<file path="config.mk">
export PLATFORM = sky130hd
export DESIGN_NAME = logic_trainer_sweep
export DESIGN_NICKNAME = d
export VERILOG_FILES = /design/src/rtl/logic_trainer_sweep.sv
export SDC_FILE = /design/constraint.sdc
export NUM_CORES = 1
export LEC_CHECK = 0
export ABC_CLOCK_PERIOD_IN_PS = 2200
export CORE_MARGIN = 1
export CORE_UTILIZATION = 46
export CTS_CLUSTER_DIAMETER = 150
export DETAILED_ROUTE_END_ITERATION = 16
export PLACE_DENSITY = 0.68
export SLEW_MARGIN = 5
export SYNTH_ARGS = -nofsm -noshare
export SYNTH_HDL_FRONTEND = slang
export SYNTH_SLANG_ARGS = --single-unit
</file>
<file path="constraint.sdc">
create_clock -name clk -period 2.2 [get_ports clk]
set_input_delay 0.44 -clock clk [delete_from_list [all_inputs] [get_ports clk]]
set_output_delay 0.44 -clock clk [all_outputs]
set_load 0.02 [all_outputs]
</file>
<file path="src/rtl/logic_trainer_sweep.sv">
// Bitwise logic trainer: debounced switch operands or a truth-table sweep, result registered.
// Switch changes reach y 4+DEB_CYCLES edges after settling; each sweep vector is held STEP_DIV enabled cycles.
module logic_trainer_sweep #(
  parameter int WIDTH      = 4,
  parameter int DEB_CYCLES = 4,
  parameter int STEP_DIV   = 8
) (
  input  logic             clk,
  input  logic             rst_n,
  input  logic             ena,
  input  logic [WIDTH-1:0] a_sw,
  input  logic [WIDTH-1:0] b_sw,
  input  logic [2:0]       op_sel,
  input  logic             start,
  input  logic             abort,
  output logic [WIDTH-1:0] y,
  output logic [WIDTH-1:0] cur_a,
  output logic [WIDTH-1:0] cur_b,
  output logic             busy,
  output logic             sweep_done
);
  localparam int OW  = 2 * WIDTH;
  localparam int DCW = (DEB_CYCLES > 1) ? $clog2(DEB_CYCLES) : 1;
  localparam int SDW = (STEP_DIV > 1) ? $clog2(STEP_DIV) : 1;
  localparam logic [DCW-1:0] DEB_LAST = DCW'(DEB_CYCLES - 1);
  localparam logic [SDW-1:0] DIV_LAST = SDW'(STEP_DIV - 1);

  localparam logic [1:0] ST_IDLE = 2'd0;
  localparam logic [1:0] ST_RUN  = 2'd1;
  localparam logic [1:0] ST_DONE = 2'd2;

  logic [OW-1:0]    sync1_q, sync2_q, cand_q, stable_q;
  logic [DCW-1:0]   dcnt_q;
  logic [1:0]       state_q, state_d;
  logic [OW-1:0]    cnt_q, cnt_d;
  logic [SDW-1:0]   div_q, div_d;
  logic [OW-1:0]    opnd;
  logic [WIDTH-1:0] a_op, b_op, res;
  logic [WIDTH-1:0] y_q, cur_a_q, cur_b_q;

  // Debounce keeps running regardless of ena so the panel stays live while a sweep is frozen.
  always_ff @(posedge clk or negedge rst_n) begin
    if (!rst_n) begin
      sync1_q  <= '0;
      sync2_q  <= '0;
      cand_q   <= '0;
      stable_q <= '0;
      dcnt_q   <= '0;
    end else begin
      sync1_q <= {a_sw, b_sw};
      sync2_q <= sync1_q;
      if (sync2_q != cand_q) begin
        cand_q <= sync2_q;
        dcnt_q <= '0;
      end else if (dcnt_q == DEB_LAST) begin
        stable_q <= cand_q;
      end else begin
        dcnt_q <= dcnt_q + DCW'(1);
      end
    end
  end

  always_comb begin
    state_d = state_q;
    cnt_d   = cnt_q;
    div_d   = div_q;
    if (ena) begin
      if (abort) begin
        state_d = ST_IDLE;
        cnt_d   = '0;
        div_d   = '0;
      end else begin
        case (state_q)
          ST_RUN: begin
            if (div_q == DIV_LAST) begin
              div_d = '0;
              if (&cnt_q) state_d = ST_DONE;
              else        cnt_d   = cnt_q + OW'(1);
            end else begin
              div_d = div_q + SDW'(1);
            end
          end
          ST_IDLE, ST_DONE: begin
            if (start) begin
              state_d = ST_RUN;
              cnt_d   = '0;
              div_d   = '0;
            end
          end
          default: begin
            state_d = ST_IDLE;
            cnt_d   = '0;
            div_d   = '0;
          end
        endcase
      end
    end
  end

  always_ff @(posedge clk or negedge rst_n) begin
    if (!rst_n) begin
      state_q <= ST_IDLE;
      cnt_q   <= '0;
      div_q   <= '0;
    end else begin
      state_q <= state_d;
      cnt_q   <= cnt_d;
      div_q   <= div_d;
    end
  end

  assign opnd = (state_q == ST_IDLE) ? stable_q : cnt_q;
  assign a_op = opnd[OW-1:WIDTH];
  assign b_op = opnd[WIDTH-1:0];

  always_comb begin
    case (op_sel)
      3'd0:    res = a_op & b_op;
      3'd1:    res = a_op | b_op;
      3'd2:    res = ~a_op;
      3'd3:    res = ~(a_op & b_op);
      3'd4:    res = ~(a_op | b_op);
      3'd5:    res = a_op ^ b_op;
      3'd6:    res = ~(a_op ^ b_op);
      default: res = b_op;
    endcase
  end

  always_ff @(posedge clk or negedge rst_n) begin
    if (!rst_n) begin
      y_q     <= '0;
      cur_a_q <= '0;
      cur_b_q <= '0;
    end else begin
      y_q     <= res;
      cur_a_q <= a_op;
      cur_b_q <= b_op;
    end
  end

  assign y          = y_q;
  assign cur_a      = cur_a_q;
  assign cur_b      = cur_b_q;
  assign busy       = (state_q == ST_RUN);
  assign sweep_done = (state_q == ST_DONE);

endmodule

</file>
==> results of run 1 <==
==> final timing paths <==
check                                start     endpoint  cells past startpoint
worst max-delay path            state_q[0]         busy                      2
worst min-delay path                 rst_n     cur_b[3]                      2
worst max register to register   cand_q[7]  stable_q[7]                      4
worst min register to register  sync1_q[2]   sync2_q[2]                      0
max in group asynchronous            rst_n   state_q[1]                      2
min in group clk                sync1_q[2]   sync2_q[2]                      0
==> report_power, final <==
group | total (mW) | switching (mW) | internal, mW | leakage (nW)
Clock | 1.13 | 0.425 | 0.703 | 0.112
Sequential | 1.15 | 0.0293 | 1.12 | 0.754
Combinational | 0.200 | 0.101 | 0.0989 | 0.540
==> sequential cells by signal (all words and copies together), names as in the netlist <==
name	count
cnt_q	8
cur_a	4
dcnt_q	2
y	4
sync2_q	8
cur_b	4
div_q	3
sync1_q	8
stable_q	8
cand_q	8
state_q	2
==> placed cells by master, fill, tap and decap left out, drive strengths merged, types with 4 or more instances in the layout <==
cell and count:
dfrtp 59, clkdlybuf4s50 28, mux2 12, o21ai 12, o31ai 12, nor2 11
nand2 11, clkbuf 11, xor2 9, nand3 8, buf 7, mux2i 5
nor3b 5, o21a 4, or2 4, nand2b 4, o22ai 4, o31a 4
a221o 4, ha 4
==> logic make-up (layout without fill, tap and decap cells) <==
group           count (synthesis)  count (layout)  synth area share [%]
compound gates                 47              47                  13.6
flops                          59              59                  58.6
simple gates                   56              56                  12.7
fa+ha+maj                       4               4                  1.99
mux                            17              17                  7.35
xor+xnor                        9               9                  3.13
buf+inv                        15              53                  2.63
==> layer usage <==
layer	vias to the layer above	global-route usage [%]	wire length [microns]
li1	819	-	-
met1	818	22.0	2010
met2	42	25.5	1950
met3	5	4.19	162
met4	0	8.65	63
met5	-	0	0
==> cell type report <==
type	instances	area share, %
clock inverter	5	2.68
clock buffer	11	4.84
timing repair buffer	35	11.0
multi-input combinational	133	31.2
inverter	2	0.240
tap	70	2.80
sequential	59	47.3
==> results.cfg, run 1 <==
[outcome]
status = finished clean

[placed_design]
pre_cts_slack_ns = 0.0767
dp_cells = 299
globalplace.congestion = 0.831
placed_area_sq_um = 2890
place_hpwl_mm = 2.92
place.port_buffers = 29

[clocking]
root_buffer = clkbuf_8
tritoncts = built
cts_buffers = 9
clock_path_buffers = 2
ctsHoldBuffers = 0
insertion_delay_ns = 0.33
path_clk_slew_ns = 0.07
post-cts-setup-buffers = 0
cts-htree-levels = 3
cts.sinks = 59
cts_resized = 2

[synth]
synth_top_area_share_pct = 58.6
ys.flop_type = dfrtp_1
ys_types = 40
synthCells = 207
synth_warnings = 0
synth_area_per_cell_sq_um = 12.2
synth_most_common_cell = dfrtp_1
ys_async_sr_fraction_pct = 100
syn_area_sq_um = 2520
ys_top_cells_by_area = dfrtp_1, mux2_2, o31ai_1, xor2_1, o21ai_0
ys_seq_area_share_pct = 58.6
synth_edf_count = 0
synth_top_area_cell = dfrtp_1
synthTopCellsByCount = dfrtp_1, mux2_2
syn_nets = 227
ys_ff_latch = 59

[cells_and_area]
multi_input_area_sq_um = 977
antenna_cells = 0
drive_above_1_share_pct = 18.8
syn_to_final_growth_pct = 24.2
regArea_sq_um = 1480
layout.nets = 260
final_core_util_pct = 60.1
stdcell_count = 315
design_area_sq_um = 3130
nFillCells = 455

[sta]
clock.fmax_mhz = 477
finalCritPeriodShare_pct = 95.2
finClkSkew_ns = 0.00568
period_minus_slack_ns = 2.09
postLayoutSetupSlackWorst_ns = 0.105
hold_viol_final = 0
tightest_slew_ns = 0.404
finalSetupViolCount = 0
fin_setup_tns_ns = 0
fin_hold_ws_ns = 0.0944
max_slew_margin_pct = 72.8
drv_slew = 0
rsz0062_at_grt = no

[global_route]
grt_max_degree = 60
grt_pass1_wl_mm = 7.49
grt-ovfl-total = 0
track_usage_pct = 16.6
grt_pass1_vias = 1623
grt_antenna_before_repair = 0

[critical_path]
slowest_stage = clkdlybuf4s50_1
cp_top_family = buffers and inverters
crit_path_end_kind = primary output
critPathBufInv = 1
crit_type = reg2out
r2r_slack_ns = 0.39
slowest_delay_ns = 0.62
arrival_ns = 1.65
cp-start-kind = register
crit_path_max_fanout = 13
cp.required_ns = 1.76
path_cells = nor2b_1 -> clkdlybuf4s50_1

[routing]
routedWlPerCell_microns = 13.3
wl_mm = 4.19
dr_total_vias = 1684
routed_via_density = 5.35
postRouteAntennaNets = 0
drtIter0Drc = 89
first_pass_iters = 4
route.detailed.drc = 0

[power_and_ir_drop]
p_leak_nw = 1.41
power.total_mw = 2.48
peakVddDrop_v = 0.000464
powerDensity_nw_per_um2 = 792

[job]
maxCapViolCount = 0

[die]
io_pins = 30
fp.dieH_microns = 76.0
num_rows = 26
die_area_sq_um = 5780
initial_utilization_pct = 48.4
coreArea_sq_um = 5200
die_w_microns = 76.0

[min_path]
min_path_type = in2async
Power figures use the tool's default switching activity.
==> inputs of run 2 (changes only) <==
GPL_TIMING_DRIVEN = 0   (was not set)
SETUP_SLACK_MARGIN = 0.3   (was not set)
==> results.cfg, run 2 (same netlist as run 1, synthesis figures left out) <==
[die]
fp.dieH_microns = 76.0
io_pins = 30
die_w_microns = 76.0
num_rows = 26
die_area_sq_um = 5780
coreArea_sq_um = 5200
initial_utilization_pct = 48.4

[power_and_ir_drop]
powerDensity_nw_per_um2 = 773
pwr-share-seq_pct = 46.7
switchingPower_mw = 0.533
peakVddDrop_v = 0.000454
p_sw_share_pct = 21.7
power.total_mw = 2.45
combPwrFrac_pct = 8.8
p_leak_nw = 1.42
internal-power_mw = 1.92
pwr-share-clk_pct = 44.5

[critical_path]
cp.required_ns = 2.43
crit_start = abort
path_cells = clkdlybuf4s50_1 -> or3b_1 -> buf_2 -> o21bai_2 -> o31ai_1 -> o31ai_1
crit_type = in2reg
crit_top_cell = o31ai_1
slowest_delay_ns = 0.55
critPathBufInv = 2
arrival_ns = 2.06
slowest_stage = clkdlybuf4s50_1
crit_path_max_fanout = 7
crit_path_end_kind = register
cp_top_family = buffers and inverters
rr_startpoint = state_q[1]
cp-start-kind = input pin

[clocking]
root_buffer = clkbuf_8
cts.sinks = 59
cts_buffers = 9
ctsHoldBuffers = 0
cts-htree-levels = 3
insertion_delay_ns = 0.33
clock_path_buffers = 2
tritoncts = built
path_clk_slew_ns = 0.06

[routing]
route.detailed.drc = 0
routed_via_density = 5.23
first_pass_iters = 4
drtIter0Drc = 76
postRouteAntennaNets = 0
dr_total_vias = 1695
wl_mm = 4.36
routedWlPerCell_microns = 13.4

[sta]
finClkSkew_ns = 0.00620
finalSetupViolCount = 0
finalCritPeriodShare_pct = 83.1
tightest_slew_ns = 0.566
clock.fmax_mhz = 547
rsz0062_at_grt = yes
drv_slew = 0
period_minus_slack_ns = 1.83
hold_viol_final = 0
max_slew_margin_pct = 62.2

[cells_and_area]
syn_to_final_growth_pct = 25.9
antenna_cells = 0
layout_common_cells = dfrtp_1, clkdlybuf4s50_1, mux2_2
final_common_cell = dfrtp_1
layout.nets = 269
design_area_sq_um = 3170
drive_above_1_share_pct = 18.9

[global_route]
grt_pass1_vias = 1596
track_usage_pct = 17.1
grt-ovfl-total = 0
grt_antenna_before_repair = 0
grt_pass1_wl_mm = 7.56
grt_max_degree = 36

[outcome]
status = finished clean

[job]
maxCapViolCount = 0

[min_path]
min_path_type = in2async

[placed_design]
globalplace.congestion = 0.842
placed_area_sq_um = 2910
place.port_buffers = 29
place_hpwl_mm = 3.11
-- run 2: what timing repair did --
item / in CTS / in global routing
endpoints found under the hold margin: 0 / 0
buffers inserted: 0 / 1
pin swaps: 0 / 1
endpoints found under the setup margin: 10 / 9
gates resized for setup: 7 / 7
-- run 2: worst reg2reg max path, delay by kind of cell, from the launching register on --
family          cells  cell delay [ns]
buf+inv             1             0.20
simple gates        1             0.31
flops               1             0.42
mux                 1             0.13
compound gates      2             0.58
-- run 2: cell type report --
type	count	area, sq um
buffer	13	61.3
timing repair buffer	31	303
multi-input combinational	133	1010
fill	445	2030
sequential	59	1480
inverter	2	7.51
clock inverter	4	72.6
tap	70	87.6
clock buffer	12	155
-- run 2: per-layer routing --
| metal | share of wire (%) | track usage, % | vias to the layer above |
|---|---|---|---|
| li1 | - | - | 831 |
| met1 | 49 | 23.6 | 792 |
| met2 | 45 | 24.7 | 59 |
| met3 | 4.2 | 3.95 | 13 |
| met4 | 2.5 | 10.4 | 0 |
| met5 | 0 | 0 | - |
-- run 2: metrics by stage --
stage / cells / setup slack, ns / TNS, ns / util, % / hold WS [ns]
2_1_floorplan: 207 / 0.582 / 0 / - / 0.144
3_3_place_gp: 306 / -1.11 / -65.66 / 55.7 / 0.332
3_5_place_dp: 307 / -0.0478 / -0.222 / 56.0 / 0.337
4_1_cts: 323 / 0.305 / 0 / 60.6 / 0.113
5_1_grt: 324 / 0.284 / 0 / 60.9 / 0.149
6_report: 324 / 0.371 / 0 / 60.9 / 0.103
-- run 2: worst paths after layout --
kind	slack [ns]	endpoint	cells past startpoint
min in group clk	0.35	sync2_q[1]	0
max in group asynchronous	1.52	state_q[0]	2
min	0.10	cnt_q[4]	1
max reg2reg	0.45	y[2]	5
min reg2reg	0.35	sync2_q[1]	0
max	0.37	cnt_q[4]	6
-- run 2: power groups by stage --
| stage | sequential (mW) | combinational, mW | clock (mW) |
|---|---|---|---|
| after floorplan | 1.17 | 0.107 | 0 |
| after global placement | 1.16 | 0.207 | 0 |
| after detailed placement | 1.17 | 0.211 | 0 |
| after CTS | 1.15 | 0.213 | 1.13 |
| after global routing | 1.15 | 0.240 | 1.17 |
| final | 1.15 | 0.216 | 1.09 |
==> inputs of run 3 (changes only) <==
ABC_CLOCK_PERIOD_IN_PS = 1700   (was 2200)
clock period = 1.7 ns   (was 2.2 ns; I/O delays follow)
==> results.cfg, run 3 (same netlist as run 1, synthesis figures left out) <==
[die]
io_pins = 30
num_rows = 26
die_area_sq_um = 5780
die_w_microns = 76.0
fp.dieH_microns = 76.0
coreArea_sq_um = 5200
initial_utilization_pct = 48.4

[global_route]
grt_antenna_before_repair = 0
grt_max_degree = 41
grt_pass1_vias = 1716
grt-ovfl-total = 0
grt_pass1_wl_mm = 7.92
track_usage_pct = 18.0

[sta]
tightest_slew_ns = 0.462
finalSetupViolCount = 0
drv_slew = 0
finalCritPeriodShare_pct = 98.2
finClkSkew_ns = 0.0105
period_minus_slack_ns = 1.67
postLayoutSetupSlackWorst_ns = 0.0308
max_slew_margin_pct = 69.2
rsz0062_at_grt = yes
fin_setup_tns_ns = 0
hold_viol_final = 0
clock.fmax_mhz = 599

[critical_path]
slowest_delay_ns = 0.47
cp-start-kind = register
crit_path_end_kind = register
r2r_slack_ns = 0.03
crit_path_max_fanout = 6
slowest_stage = dfrtp_2
cp.required_ns = 1.92
path_cells = clkbuf_16 -> o21a_1 -> or2_4 -> mux2i_1 -> a221o_1
crit_type = reg2reg
arrival_ns = 1.88

[clocking]
cts_buffers = 9
root_buffer = clkbuf_8
cts.sinks = 59
clock_path_buffers = 2
path_clk_slew_ns = 0.06
tritoncts = built
cts-htree-levels = 3
insertion_delay_ns = 0.34

[routing]
routedWlPerCell_microns = 15.0
route.detailed.drc = 0
first_pass_iters = 4
dr_total_vias = 1845
routed_via_density = 5.33
drtIter0Drc = 81
wl_mm = 5.20
postRouteAntennaNets = 0

[power_and_ir_drop]
power.total_mw = 3.33
peakVddDrop_v = 0.000669
switchingPower_mw = 0.765
pwr-share-clk_pct = 42.4
internal-power_mw = 2.57
pwr-share-seq_pct = 44.9
powerDensity_nw_per_um2 = 905
combPwrFrac_pct = 12.7
p_leak_nw = 1.65
p_sw_share_pct = 23.0

[cells_and_area]
antenna_cells = 0
final_common_cell = dfrtp_1
drive_above_1_share_pct = 38.8
final_core_util_pct = 70.7
layout_common_cells = dfrtp_1, buf_4, dlygate4sd2_1
layout.nets = 292
syn_to_final_growth_pct = 46.0

[job]
maxCapViolCount = 0

[placed_design]
place.port_buffers = 29
globalplace.congestion = 0.805
pre_cts_slack_ns = -0.397
place_hpwl_mm = 3.11

[outcome]
status = finished clean

[min_path]
min_path_type = reg2reg
[run 3: cell types whose count changed in the layout (fill, tap and decap cells not counted), moves of 6 or more]
cell and change:
buf_6 +9, o31ai_2 +6, dlygate4sd2_1 +14, clkdlybuf4s50_1 -14, buf_4 +14, o31ai_1 -9, o21ai_0 -7
[run 3: per-layer routing]
metal  routed length (microns)  track usage, %
met2                      2580            27.5
met3                       238            4.79
met5                         0               0
met1                      2280            23.5
met4                       102            9.81
[run 3: power groups by stage]
stage                     logic, mW  registers (mW)  clock network [mW]
final                         0.423            1.50                1.41
after global routing          0.456            1.50                1.52
after CTS                     0.324            1.48                1.44
after detailed placement      0.286            1.51                   0
after global placement        0.279            1.51                   0
after floorplan               0.149            1.51                   0
[run 3: layout make-up]
cell class / count / area (sq um)
fillers: 373 / 1530
flip-flops and latches: 59 / 1480
multi-input cells: 133 / 1290
repair buffers: 54 / 513
clock buffers: 11 / 151
well taps: 70 / 87.6
plain buffers: 13 / 77.6
clock inverters: 4 / 73.8
inverters: 2 / 7.51
[run 3: timing repair]
item,in CTS,in global routing
gates cloned,0,2
endpoints found under the hold margin,19,0
pin swaps,7,23
gates resized for setup,47,48
buffers inserted,16,5
setup endpoints to repair,37,28
hold buffers,1,0
[run 3: final timing paths]
check | depth (start not counted) | start | to
min | 0 | sync1_q[1] | sync2_q[1]
min reg2reg | 0 | sync1_q[1] | sync2_q[1]
min in group asynchronous | 2 | rst_n | div_q[1]
max reg2reg | 5 | state_q[0] | y[1]
max in group asynchronous | 3 | rst_n | state_q[0]
max | 5 | state_q[0] | y[1]
[run 3: stage by stage]
stage          instance area (sq um)  hold slack [ns]  std cells
2_1_floorplan                   2590           0.0444        207
3_3_place_gp                    2970            0.332        306
3_5_place_dp                    2980            0.322        307
4_1_cts                         3410            0.352        339
5_1_grt                         3680            0.358        346
6_report                        3680            0.345        346
[run 3: critical path, delay by kind of cell, from the launching register on]
| kind | cells | cell delay [ns] |
|---|---|---|
| buffers and inverters | 1 | 0.18 |
| AND/OR/NAND/NOR | 1 | 0.25 |
| flip-flops | 1 | 0.47 |
| AO/OA/AOI/OAI | 2 | 0.54 |
| multiplexers | 1 | 0.12 |
